## src/rtl/fp_add_pkg.sv

```systemverilog
`default_nettype none
// ============================================================================
//  Module      : fp_add_pkg
//  Description : Shared constants and state encoding for the FP adder control.
//  Revision    : 1.0
// ============================================================================
package fp_add_pkg;

    localparam int EXP_W       = 8;
    localparam int SUM_W       = 26;
    localparam int MAX_ALIGN   = 26;
    localparam int ALIGN_CNT_W = $clog2(MAX_ALIGN + 1);
    localparam int NORM_CNT_W  = $clog2(MAX_ALIGN + 1);

    typedef enum logic [3:0] {
        S_IDLE    = 4'd0,
        S_LOAD    = 4'd1,
        S_COMPARE = 4'd2,
        S_ALIGN   = 4'd3,
        S_ADD     = 4'd4,
        S_NORM    = 4'd5,
        S_ROUND   = 4'd6,
        S_POST    = 4'd7,
        S_DONE    = 4'd8
    } state_t;

endpackage
`default_nettype wire

```

## src/rtl/fp_add_shift_cnt.sv

```systemverilog
`default_nettype none
// ============================================================================
//  Module      : fp_add_shift_cnt
//  Description : Loadable down-counter with zero/one detect (alignment count).
//  Revision    : 1.0
// ============================================================================
module fp_add_shift_cnt #(
    parameter int CNT_W = 5
) (
    input  logic             clk,
    input  logic             rst,
    input  logic             i_load,
    input  logic [CNT_W-1:0] i_load_val,
    input  logic             i_dec,
    output logic             o_is_zero,
    output logic             o_is_one
);

    logic [CNT_W-1:0] r_count;

    // Saturates at zero so a stray decrement never wraps.
    always_ff @(posedge clk) begin
        if (rst) begin
            r_count <= '0;
        end else if (i_load) begin
            r_count <= i_load_val;
        end else if (i_dec && (r_count != '0)) begin
            r_count <= r_count - 1'b1;
        end
    end

    assign o_is_zero = (r_count == '0);
    assign o_is_one  = (r_count == CNT_W'(1));

endmodule
`default_nettype wire

```

## src/rtl/fp_add_ctrl.sv

```systemverilog
`default_nettype none
// ============================================================================
//  Module      : fp_add_ctrl
//  Description : Sequencing FSM for the single-precision FP adder datapath.
//  Revision    : 1.0
// ============================================================================
module fp_add_ctrl #(
    parameter int EXP_W     = fp_add_pkg::EXP_W,
    parameter int SUM_W     = fp_add_pkg::SUM_W,
    parameter int MAX_ALIGN = fp_add_pkg::MAX_ALIGN
) (
    input  logic             clk,
    input  logic             clear,
    input  logic             start,
    input  logic [EXP_W-1:0] exp_diff,
    input  logic             special,
    input  logic             sum_zero,
    input  logic             sum_ovf,
    input  logic             sum_msb,
    input  logic             exp_at_min,
    input  logic             exp_at_max,
    output logic             busy,
    output logic             done,
    output logic             exp_ovf,
    output logic             zero_result,
    output logic             bypass_sel,
    output logic             dp_clear,
    output logic             load_ops,
    output logic             swap_load,
    output logic             shift_align,
    output logic             load_sum,
    output logic             shift_left,
    output logic             shift_right,
    output logic             exp_dec,
    output logic             exp_inc,
    output logic             round_en
);

    import fp_add_pkg::*;

    localparam int c_align_w = $clog2(MAX_ALIGN + 1);
    localparam int c_norm_w  = $clog2(SUM_W);

    localparam logic [EXP_W-1:0]     c_max_align_e = EXP_W'(MAX_ALIGN);
    localparam logic [c_align_w-1:0] c_max_align_c = c_align_w'(MAX_ALIGN);
    localparam logic [c_norm_w-1:0]  c_norm_max    = c_norm_w'(SUM_W - 1);

    state_t               r_state;
    state_t               w_state_nxt;
    logic [c_norm_w-1:0]  r_norm_cnt;
    logic                 r_exp_ovf;
    logic                 r_zero_result;
    logic                 r_bypass_sel;

    logic                 w_set_ovf;
    logic                 w_set_zero;
    logic                 w_set_bypass;
    logic                 w_align_load;
    logic                 w_align_dec;
    logic                 w_align_zero;
    logic                 w_align_one;
    logic                 w_norm_inc;
    logic [c_align_w-1:0] w_align_val;

    // Differences beyond the cap shift the smaller mantissa out completely.
    assign w_align_val = (exp_diff > c_max_align_e) ? c_max_align_c
                                                    : exp_diff[c_align_w-1:0];

    fp_add_shift_cnt #(
        .CNT_W (c_align_w)
    ) u_align_cnt (
        .clk        (clk),
        .rst        (clear),
        .i_load     (w_align_load),
        .i_load_val (w_align_val),
        .i_dec      (w_align_dec),
        .o_is_zero  (w_align_zero),
        .o_is_one   (w_align_one)
    );

    always_ff @(posedge clk) begin
        if (clear) begin
            r_state       <= S_IDLE;
            r_norm_cnt    <= '0;
            r_exp_ovf     <= 1'b0;
            r_zero_result <= 1'b0;
            r_bypass_sel  <= 1'b0;
        end else begin
            r_state <= w_state_nxt;

            if (r_state == S_ADD) begin
                r_norm_cnt <= '0;
            end else if (w_norm_inc) begin
                r_norm_cnt <= r_norm_cnt + 1'b1;
            end

            // Result flags live until the completion cycle retires.
            if (r_state == S_DONE) begin
                r_exp_ovf     <= 1'b0;
                r_zero_result <= 1'b0;
                r_bypass_sel  <= 1'b0;
            end else begin
                r_exp_ovf     <= r_exp_ovf     | w_set_ovf;
                r_zero_result <= r_zero_result | w_set_zero;
                r_bypass_sel  <= r_bypass_sel  | w_set_bypass;
            end
        end
    end

    always_comb begin
        w_state_nxt  = r_state;
        w_set_ovf    = 1'b0;
        w_set_zero   = 1'b0;
        w_set_bypass = 1'b0;
        w_align_load = 1'b0;
        w_align_dec  = 1'b0;
        w_norm_inc   = 1'b0;
        done         = 1'b0;
        dp_clear     = 1'b0;
        load_ops     = 1'b0;
        swap_load    = 1'b0;
        shift_align  = 1'b0;
        load_sum     = 1'b0;
        shift_left   = 1'b0;
        shift_right  = 1'b0;
        exp_dec      = 1'b0;
        exp_inc      = 1'b0;
        round_en     = 1'b0;

        case (r_state)
            S_IDLE: begin
                if (start) begin
                    w_state_nxt = S_LOAD;
                end
            end
            S_LOAD: begin
                load_ops    = 1'b1;
                dp_clear    = 1'b1;
                w_state_nxt = S_COMPARE;
            end
            S_COMPARE: begin
                if (special) begin
                    w_set_bypass = 1'b1;
                    w_state_nxt  = S_DONE;
                end else begin
                    swap_load    = 1'b1;
                    w_align_load = 1'b1;
                    w_state_nxt  = (w_align_val == '0) ? S_ADD : S_ALIGN;
                end
            end
            S_ALIGN: begin
                shift_align = 1'b1;
                w_align_dec = 1'b1;
                if (w_align_one || w_align_zero) begin
                    w_state_nxt = S_ADD;
                end
            end
            S_ADD: begin
                load_sum    = 1'b1;
                w_state_nxt = S_NORM;
            end
            S_NORM: begin
                if (sum_ovf) begin
                    if (exp_at_max) begin
                        w_set_ovf   = 1'b1;
                        w_state_nxt = S_DONE;
                    end else begin
                        shift_right = 1'b1;
                        exp_inc     = 1'b1;
                        w_state_nxt = S_ROUND;
                    end
                end else if (sum_zero) begin
                    w_set_zero  = 1'b1;
                    w_state_nxt = S_DONE;
                end else if (sum_msb || exp_at_min || (r_norm_cnt == c_norm_max)) begin
                    w_state_nxt = S_ROUND;
                end else begin
                    shift_left = 1'b1;
                    exp_dec    = 1'b1;
                    w_norm_inc = 1'b1;
                end
            end
            S_ROUND: begin
                round_en    = 1'b1;
                w_state_nxt = S_POST;
            end
            S_POST: begin
                if (sum_ovf && exp_at_max) begin
                    w_set_ovf = 1'b1;
                end else if (sum_ovf) begin
                    shift_right = 1'b1;
                    exp_inc     = 1'b1;
                end
                w_state_nxt = S_DONE;
            end
            S_DONE: begin
                done        = 1'b1;
                w_state_nxt = S_IDLE;
            end
            default: begin
                w_state_nxt = S_IDLE;
            end
        endcase
    end

    assign busy        = (r_state != S_IDLE);
    assign exp_ovf     = r_exp_ovf     | w_set_ovf;
    assign zero_result = r_zero_result | w_set_zero;
    assign bypass_sel  = r_bypass_sel  | w_set_bypass;

endmodule
`default_nettype wire
```

## config.mk

```make
export PLATFORM = sky130hd
export DESIGN_NAME = fp_add_ctrl
export DESIGN_NICKNAME = d
export VERILOG_FILES = /design/src/rtl/fp_add_pkg.sv /design/src/rtl/fp_add_shift_cnt.sv /design/src/rtl/fp_add_ctrl.sv
export SDC_FILE = /design/constraint.sdc
export NUM_CORES = 1
export LEC_CHECK = 0
export CORE_MARGIN = 1.5
export CORE_UTILIZATION = 50
export CTS_BUF_LIST = sky130_fd_sc_hd__clkbuf_4
export DETAILED_ROUTE_END_ITERATION = 7
export PLACE_DENSITY = 0.82
export SYNTH_ARGS = -nofsm -noshare
export SYNTH_HDL_FRONTEND = slang
export SYNTH_SLANG_ARGS = --single-unit
```

## constraint.sdc

```tcl
create_clock -name clk -period 2.13 [get_ports clk]
set_clock_uncertainty 0.15 [all_clocks]
set_input_delay 0.426 -clock clk [delete_from_list [all_inputs] [get_ports clk]]
set_output_delay 0.426 -clock clk [all_outputs]
set_load 0.02 [all_outputs]
```

Yosys cells after proc, flatten, opt, wreduce, memory -nomap -nowiden --
Cells that the tools add are included.
Storage, ports and cells: output and inout port bits 15, register bits 17, input port bits 17, logic and storage cells 76
Cells by class: reductions and logical operators 14, eq/ne operators 13, add/sub/neg operators 2, bitwise gates (word level) 3, magnitude comparators 1, muxes and demuxes 37
Operators with widths (number):
- one-hot mux 4 bit (8 select lines) | 1
- 2-to-1 mux 4 bit | 7
- 2-to-1 mux 1 bit | 23
- equality test 4 x 3 -> 1 bit (second input constant) | 4
- 2-to-1 mux 5 bit | 3
- logical NOT 5 bit | 2
- equality test 4 x 2 -> 1 bit (second input constant) | 2
- > comparator 8 x 5 -> 1 bit (second input constant) | 1
- adder 5 x 1 -> 5 bit (second input constant) | 1
- equality test 5 x 1 -> 1 bit (second input constant) | 1
- equality test 5 bit (second input constant) | 1
- nonzero test 5 bit | 1
- subtractor 5 x 1 -> 5 bit (second input constant) | 1
- equality test 4 x 1 -> 1 bit (second input constant) | 1
- equality test 4 bit (second input constant) | 1
- logical NOT 4 bit | 1
- != test 2 bit (second input constant) | 2
- != test 4 bit (second input constant) | 1
- one-hot mux 1 bit (2 select lines) | 2
- nonzero test 4 bit | 1
- OR reduction 2 bit | 2
- logical OR 1 bit | 3
- 2-to-1 mux 3 bit | 1
- OR 1 bit | 3
- 3 further kinds | 4

Logic depth before layout (Yosys ltp) --
Gate-level depths: netlist (run 1).
word-level depth 6, mapped depth 6, depth with buffers taken out 6

By module --
Synthesis (run 1) repeated with hierarchy kept, for this count alone.
Second synthesis, totals: cell total of the unflattened synthesis 138, area, all modules 1146.1 µm²
By module, submodules not included:
- fp_add_ctrl | sequential area each 240.2 µm², instances 1, cells an instance 100, area an instance 834.6 µm²
- fp_add_shift_cnt | sequential area each 100.1 µm², instances 1, cells an instance 38, area an instance 311.5 µm²

Worst setup path after synthesis (run 1) --
No wires, ideal clock.
path kind register -> output, start point register r_state[0], end point output shift_right, data required time 1554 ps, arrival 1417 ps, path slack 137 ps, buffers on the path 2, stages on the path, launching flop included 6, cells stage by stage dfxtp_1 > buf_2 > nand2_1 > nor3b_1 > nor2b_1 > buf_4
Between the ends: word-level cells in the longest chain between the ends 2, elaborated cells on any way between the ends 3, classes of those cells eq/ne: 2; mux: 1
RTL lines:
- from (decl) | line fp_add_ctrl.sv:48 | state_t r_state;
- from (signal assigned) | line fp_add_ctrl.sv:89 | r_state <= w_state_nxt;
- equality test 4 x 3 -> 1 bit
- one-hot mux 1 bit (2 select lines) *
- to (decl) | line fp_add_ctrl.sv:33 | output logic shift_right,
Every way passes the cells marked *; elsewhere a longest branch is shown, timed or not.

Worst setup path after layout (run 1) --
start point register r_state[1], end point output zero_result
Between the ends: word-level cells in the longest chain between the ends 3
RTL lines:
- equality test 4 x 3 -> 1 bit | line fp_add_ctrl.sv:130 | case (r_state)
- 2-to-1 mux 1 bit | line fp_add_ctrl.sv:130
- OR 1 bit | line fp_add_ctrl.sv:208 | assign zero_result = r_zero_result | w_set_zero;
- to (decl) | line fp_add_ctrl.sv:25 | output logic zero_result,
Every way passes these cells.

==> out/metrics.csv, run 1 <==
metric,value,unit
cpPeakStageDelay,0.37,ns
n_antenna_cell,0,
cts_max_level,1,
crit_chain,"buf_4, nor4b_2, a21o_1, clkdlybuf4s15_2",
p_total,667,uW
final_nets,225,
start_util,53.0,%
clk_pin_slew,0.11,ns
cts.sink_count,17,
critPathLaunchType,register,
min_period_over_period,99.2,%
syn-instance-count,141,
p_seq_share,49.4,%
max_freq,0.473,GHz
clk_latency,0.30,ns
setup_viol,0,
p_comb_share,23.8,%
critical_path_buf_inv_count,2,
dieArea,2670,sq um
track_usage,27.6,%
vias_per_cell,5.61,
ys_seq_area_share,28.8,%
preCtsSetupSlack,-0.676,ns
swShare,28.8,%
status,completed,
rsz0062_at_grt,yes,
cap_viol_max_count,0,
grt_pass1_vias,1207,
via_count,1290,
tns,0,ns
endpoint_kind,output pin,
synth_seq_cells,17,
die_w,51.7,um
clockPowerShare,26.8,%
area_growth,48.4,%
p_sw,192,uW
die_h,51.7,um
grt_max_degree,11,
drive_above_1_share,33.2,%
slew_viol_final,0,
clockRootBuffer,clkbuf_4,
p_int,475,uW
power_density,380,nW/um^2
finalWirelength,3360,um
postSynth.topFlopCell,dfxtp_1,
crit_required,1.55,ns
syn_nets,163,
fin_util,78.7,%
drtIter0Drc,41,
core_area,2230,sq um
cp_data_arrival_time,1.54,ns
cts_hold_buf,0,
route.detailed.drc,0,
hp-class,reg -> reg,
peakVddDrop,435,uV
syn_avg_cell_area,8.39,sq um
synth_edf_count,0,
dr.pass1.iters,4,
dp_hpwl,2630,um
routedWlPerCell,14.6,um
synth_top_area_share,28.8,%
synth_area,1180,sq um
slew_headroom,77.3,%
synth_cell_type_count,50,
grt_antenna_before_repair,0,
gp_congestion,0.848,
fillers,153,
io_pins,32,
r2r_slack,0.19,ns
ant_nets,0,
leakage,0.764,nW
cts_made_buffers,3,
yosysTopAreaCell,dfxtp_1,
synthTopCellsByArea,"dfxtp_1 29%, ha_1 5.3%, nor4b_4 4.0%, inv_1 3.2%, nand2_1 2.9%",
postSynth.asyncResetShare,0,%
grt_pass1_wl,5390,um
cpMaxStageDelayCell,dfxtp_2,
io_buffers,31,
fin_crit,2.11,ns
worstMarginPinSlew,0.338,ns
register_area,353,sq um
cts_tree,built,
setup_ws,0.0164,ns
grt_overflow,0,
clockBufferDepth,2,
worstSetupPathType,reg -> out,
multi_input_area,773,sq um
hold_violations,0,
yosys_warnings,0,
num_rows,17,
crit_fanout,6,
critical-path-top-delay-family,buffers and inverters,
through the flow:
| stage | cell area, sq um | hold WS [ns] | std cells |
|---|---|---|---|
| 4_1_cts | 1750 | 0.354 | 229 |
| 2_1_floorplan | 1180 | 0.304 | 141 |
| 3_3_place_gp | 1710 | 0.316 | 223 |
| 6_report | 1760 | 0.355 | 230 |
| 5_1_grt | 1760 | 0.388 | 230 |
| 3_5_place_dp | 1710 | 0.339 | 223 |
registers in the layout, indices dropped and copies added, names as in the netlist:
register and cells:
r_exp_ovf 1, r_zero_result 1, r_bypass_sel 1, r_state 4, u_align_cnt.r_count 5, r_norm_cnt 5
power groups by stage:
stage	registers, mW	logic [mW]	clock network (mW)
final	0.329	0.159	0.179
after global routing	0.330	0.172	0.198
after CTS	0.332	0.156	0.182
after detailed placement	0.338	0.162	0
after global placement	0.338	0.156	0
after floorplan	0.335	0.0723	0
area by class of cell:
class / instances / area share [%]
multi-input combinational: 104 / 44.0
sequential: 17 / 20.1
inverter: 12 / 2.56
tap: 28 / 1.99
clock inverter: 1 / 0.285
timing repair buffer: 65 / 29.8
clock buffer: 3 / 1.28
tightest hold or removal path: stages (launching register included):
cell	delay, ns
dfxtp_1	0.35
nand2_1	0.06
a21oi_1	0.06
worst paths after layout:
path                           from                      to  cells after the start
max                      r_state[1]             zero_result                      4
min          u_align_cnt.r_count[0]  u_align_cnt.r_count[0]                      2
max reg2reg  u_align_cnt.r_count[0]  u_align_cnt.r_count[3]                      6
min reg2reg  u_align_cnt.r_count[0]  u_align_cnt.r_count[0]                      2
metal layers:
layer	vias to the layer above	global-route usage, %	wire [um]
met1	605	32.3	1420
met5	-	0	0
met4	0	15.4	84
met2	38	48.3	1740
met3	6	3.45	117
li1	641	-	-
synth_stat cells (2+ instances only):
cell type  count
a211oi_1       3
a21o_1         3
a21oi_1        6
a221oi_1       2
a31oi_1        3
a32oi_1        2
and2_1         4
and3_1         2
buf_4          3
clkbuf_1       3
dfxtp_1       17
ha_1           5
inv_1         10
nand2_1        9
nand2b_1       2
nand3_1        2
nand4_1        3
nor2_1         8
nor2b_1        4
nor3_1         4
nor3b_1        4
nor4b_1        2
nor4b_4        2
o211ai_1       2
o21ai_0        5
or2_1          2
or3_1          3
or4_1          2
xor2_1         3
cells by family (layout without fill, tap and decap cells):
kind of cell,after synthesis,count (layout),synth area share [%]
and+or+nand+nor,60,60,33.8
AOI/OAI and AO/OA,34,34,20.1
buffers and inverters,20,81,8.03
DFF,17,17,28.8
adders and majority gates,5,5,5.29
xor gates and xnor gates,3,3,2.22
muxes,2,2,1.80
repair_timing:
| item | in CTS | in global routing |
|---|---|---|
| gates resized for setup | 45 | 15 |
| pin swaps | 3 | 1 |
| cloned | 0 | 0 |
| hold endpoints to repair | 0 | 0 |
| buffers inserted | 2 | 1 |
| setup endpoints to repair | 15 | 12 |
placed cells by master (no fill, tap or decap), types with 3 or more instances in the layout:
cell type,count
a211oi_1,3
a21o_1,3
a21oi_1,6
a31oi_1,3
and2_1,3
buf_4,36
clkbuf_2,5
clkbuf_4,3
clkdlybuf4s50_1,12
dfxtp_1,13
dfxtp_4,3
dlygate4sd2_1,8
ha_1,5
inv_1,9
nand2_1,8
nand4_1,3
nor2_1,7
nor2b_1,4
nor3_1,4
nor3b_1,3
nor4b_2,3
o21ai_0,5
or3_1,3
xor2_1,3
Power figures use the tool's default switching activity.
==> run 2: changes to the inputs <==
--- a/config.mk
+++ b/config.mk
@@ -10,6 +10,7 @@
 export CTS_BUF_LIST = sky130_fd_sc_hd__clkbuf_4
 export DETAILED_ROUTE_END_ITERATION = 7
 export PLACE_DENSITY = 0.82
+export REMOVE_ABC_BUFFERS = 1
 export SYNTH_ARGS = -nofsm -noshare
 export SYNTH_HDL_FRONTEND = slang
 export SYNTH_SLANG_ARGS = --single-unit
==> constraint.sdc (replaced) <==
create_clock -name clk -period 2 [get_ports clk]
set_clock_uncertainty 0.15 [all_clocks]
set_input_delay 0.4 -clock clk [delete_from_list [all_inputs] [get_ports clk]]
set_output_delay 0.4 -clock clk [all_outputs]
set_load 0.02 [all_outputs]
==> run 2 against run 1 <==
The flow now finishes with violations (setup timing); sequential share of layout area shrank 0.99 points; non-clock buffer count is 2 higher; combinational power up 18%; total power up 11%; sequential power rose by 7.0%; global-route usage is 3.3 points higher; core utilization is 4.1 points higher; register-to-register slack lost 0.15 ns; clock power grew 11%.
==> out/metrics.csv, run 2 (synthesized netlist as in run 1, its figures left out) <==
metric,value,unit
status,finished with violations,
failed_checks,setup timing,
setup_ws,-0.0176,ns
cts_max_level,1,
p_comb_share,25.4,%
via_count,1367,
crit_required,1.45,ns
grt_pass1_wl,6180,um
grt_pass1_vias,1402,
clk_pin_slew,0.12,ns
leakage,0.834,nW
fin_crit,2.02,ns
route.detailed.drc,0,
swShare,30.4,%
grt_max_degree,11,
area_growth,56.1,%
die_h,51.7,um
clockBufferDepth,2,
place_area,1720,sq um
layout_common_cells,"37 x buf_4, 13 x dfxtp_1, 9 x buf_2",
top_usage_layer,met2,
start_util,53.0,%
grt_use_met2,56.8,%
n_antenna_cell,0,
clockRootBuffer,clkbuf_4,
worstSetupPathType,reg -> out,
drive_above_1_share,40.2,%
cp_data_arrival_time,1.47,ns
p_int,514,uW
core_area,2230,sq um
gp_congestion,0.856,
grt_antenna_before_repair,0,
cts_made_buffers,3,
final_common_cell,buf_4,
endpoint_kind,output pin,
drtIter0Drc,55,
cts_hold_buf,0,
slew_headroom,75.6,%
fin_area,1850,sq um
cts.sink_count,17,
max_freq,0.496,GHz
preCtsSetupSlack,-0.690,ns
io_pins,32,
dieArea,2670,sq um
met1_usage,36.0,%
vias_per_cell,5.89,
routedWlPerCell,17.1,um
final_nets,227,
hp-class,reg -> reg,
finalWirelength,3980,um
peakVddDrop,434,uV
clockPowerShare,26.9,%
rsz0062_at_grt,yes,
track_usage,30.9,%
p_seq_share,47.8,%
use_met3,5.17,%
power_density,399,nW/um^2
crit_fanout,5,
worstMarginPinSlew,0.366,ns
io_buffers,31,
setup_viol,2,
clk_latency,0.31,ns
min_period_over_period,101,%
p_sw,224,uW
tns,-0.0349,ns
cts_tree,built,
dr.pass1.iters,4,
die_w,51.7,um
grt_overflow,0,
critPathLaunchType,register,
dp_hpwl,2560,um
top_regs,"r_norm_cnt (5), u_align_cnt.r_count (5), r_state (4)",
slew_viol_final,0,
hold_violations,0,
ant_nets,0,
cap_viol_max_count,0,
num_rows,17,
[run 2: cell count changes in the layout (fill, tap and decap cells not counted), sizes merged]
cell,previous run,this run
clkdlybuf4s50,12,8
dlymetal6s2s,0,4
clkdlybuf4s15,3,1
clkbuf,8,4
dlygate4sd2,8,5
buf,37,48
[run 2: critical path, stage by stage (launching register included)]
cell	delay, ns
dfxtp_2	0.42
nor4b_4	0.28
and2_4	0.21
nand2_4	0.06
inv_4	0.07
buf_6	0.11
[run 2: final timing paths]
| kind | from | end | slack, ns | cells past startpoint |
|---|---|---|---|---|
| setup reg to reg | u_align_cnt.r_count[0] | u_align_cnt.r_count[3] | 0.04 | 6 |
| hold / removal | u_align_cnt.r_count[0] | u_align_cnt.r_count[0] | 0.36 | 2 |
| hold reg to reg | u_align_cnt.r_count[0] | u_align_cnt.r_count[0] | 0.36 | 2 |
| setup / recovery | r_state[2] | exp_dec | -0.02 | 5 |
[run 2: layout make-up]
class	instances	area (sq um)
clock buffers	3	22.5
well taps	28	35.0
clock inverters	1	5.00
multi-input cells	104	850
fillers	133	385
repair buffers	67	536
inverters	12	47.5
flip-flops and latches	17	353
[run 2: power by group through the flow]
stage / combinational [mW] / sequential, mW / clock [mW]
5_1_grt: 0.199 / 0.353 / 0.207
4_1_cts: 0.172 / 0.353 / 0.193
3_3_place_gp: 0.168 / 0.360 / 0
2_1_floorplan: 0.0643 / 0.362 / 0
3_5_place_dp: 0.172 / 0.360 / 0
6_report: 0.187 / 0.352 / 0.198
[run 2: per-stage QoR]
step	hold slack, ns	std cells	util [%]	power [mW]
2_1_floorplan	0.298	133	-	0.426
3_3_place_gp	0.313	224	77.0	0.528
3_5_place_dp	0.329	224	77.0	0.532
4_1_cts	0.343	229	79.7	0.718
5_1_grt	0.402	232	82.7	0.759
6_report	0.357	232	82.7	0.738
[run 2: what timing repair did]
item | 4_1_cts | 5_1_grt
pin swaps | 2 | 6
gates resized for setup | 72 | 26
hold endpoints to repair | 0 | 0
buffers inserted | 1 | 3
gates cloned | 0 | 0
setup endpoints to repair | 18 | 19
[run 2: per-layer routing]
metal / routed length, um / up-vias / part of all wire (%)
met2: 2020 / 57 / 51
met4: 68 / 0 / 1.7
met1: 1650 / 660 / 42
met5: 0 / - / 0
met3: 238 / 6 / 6.0
li1: - / 644 / -
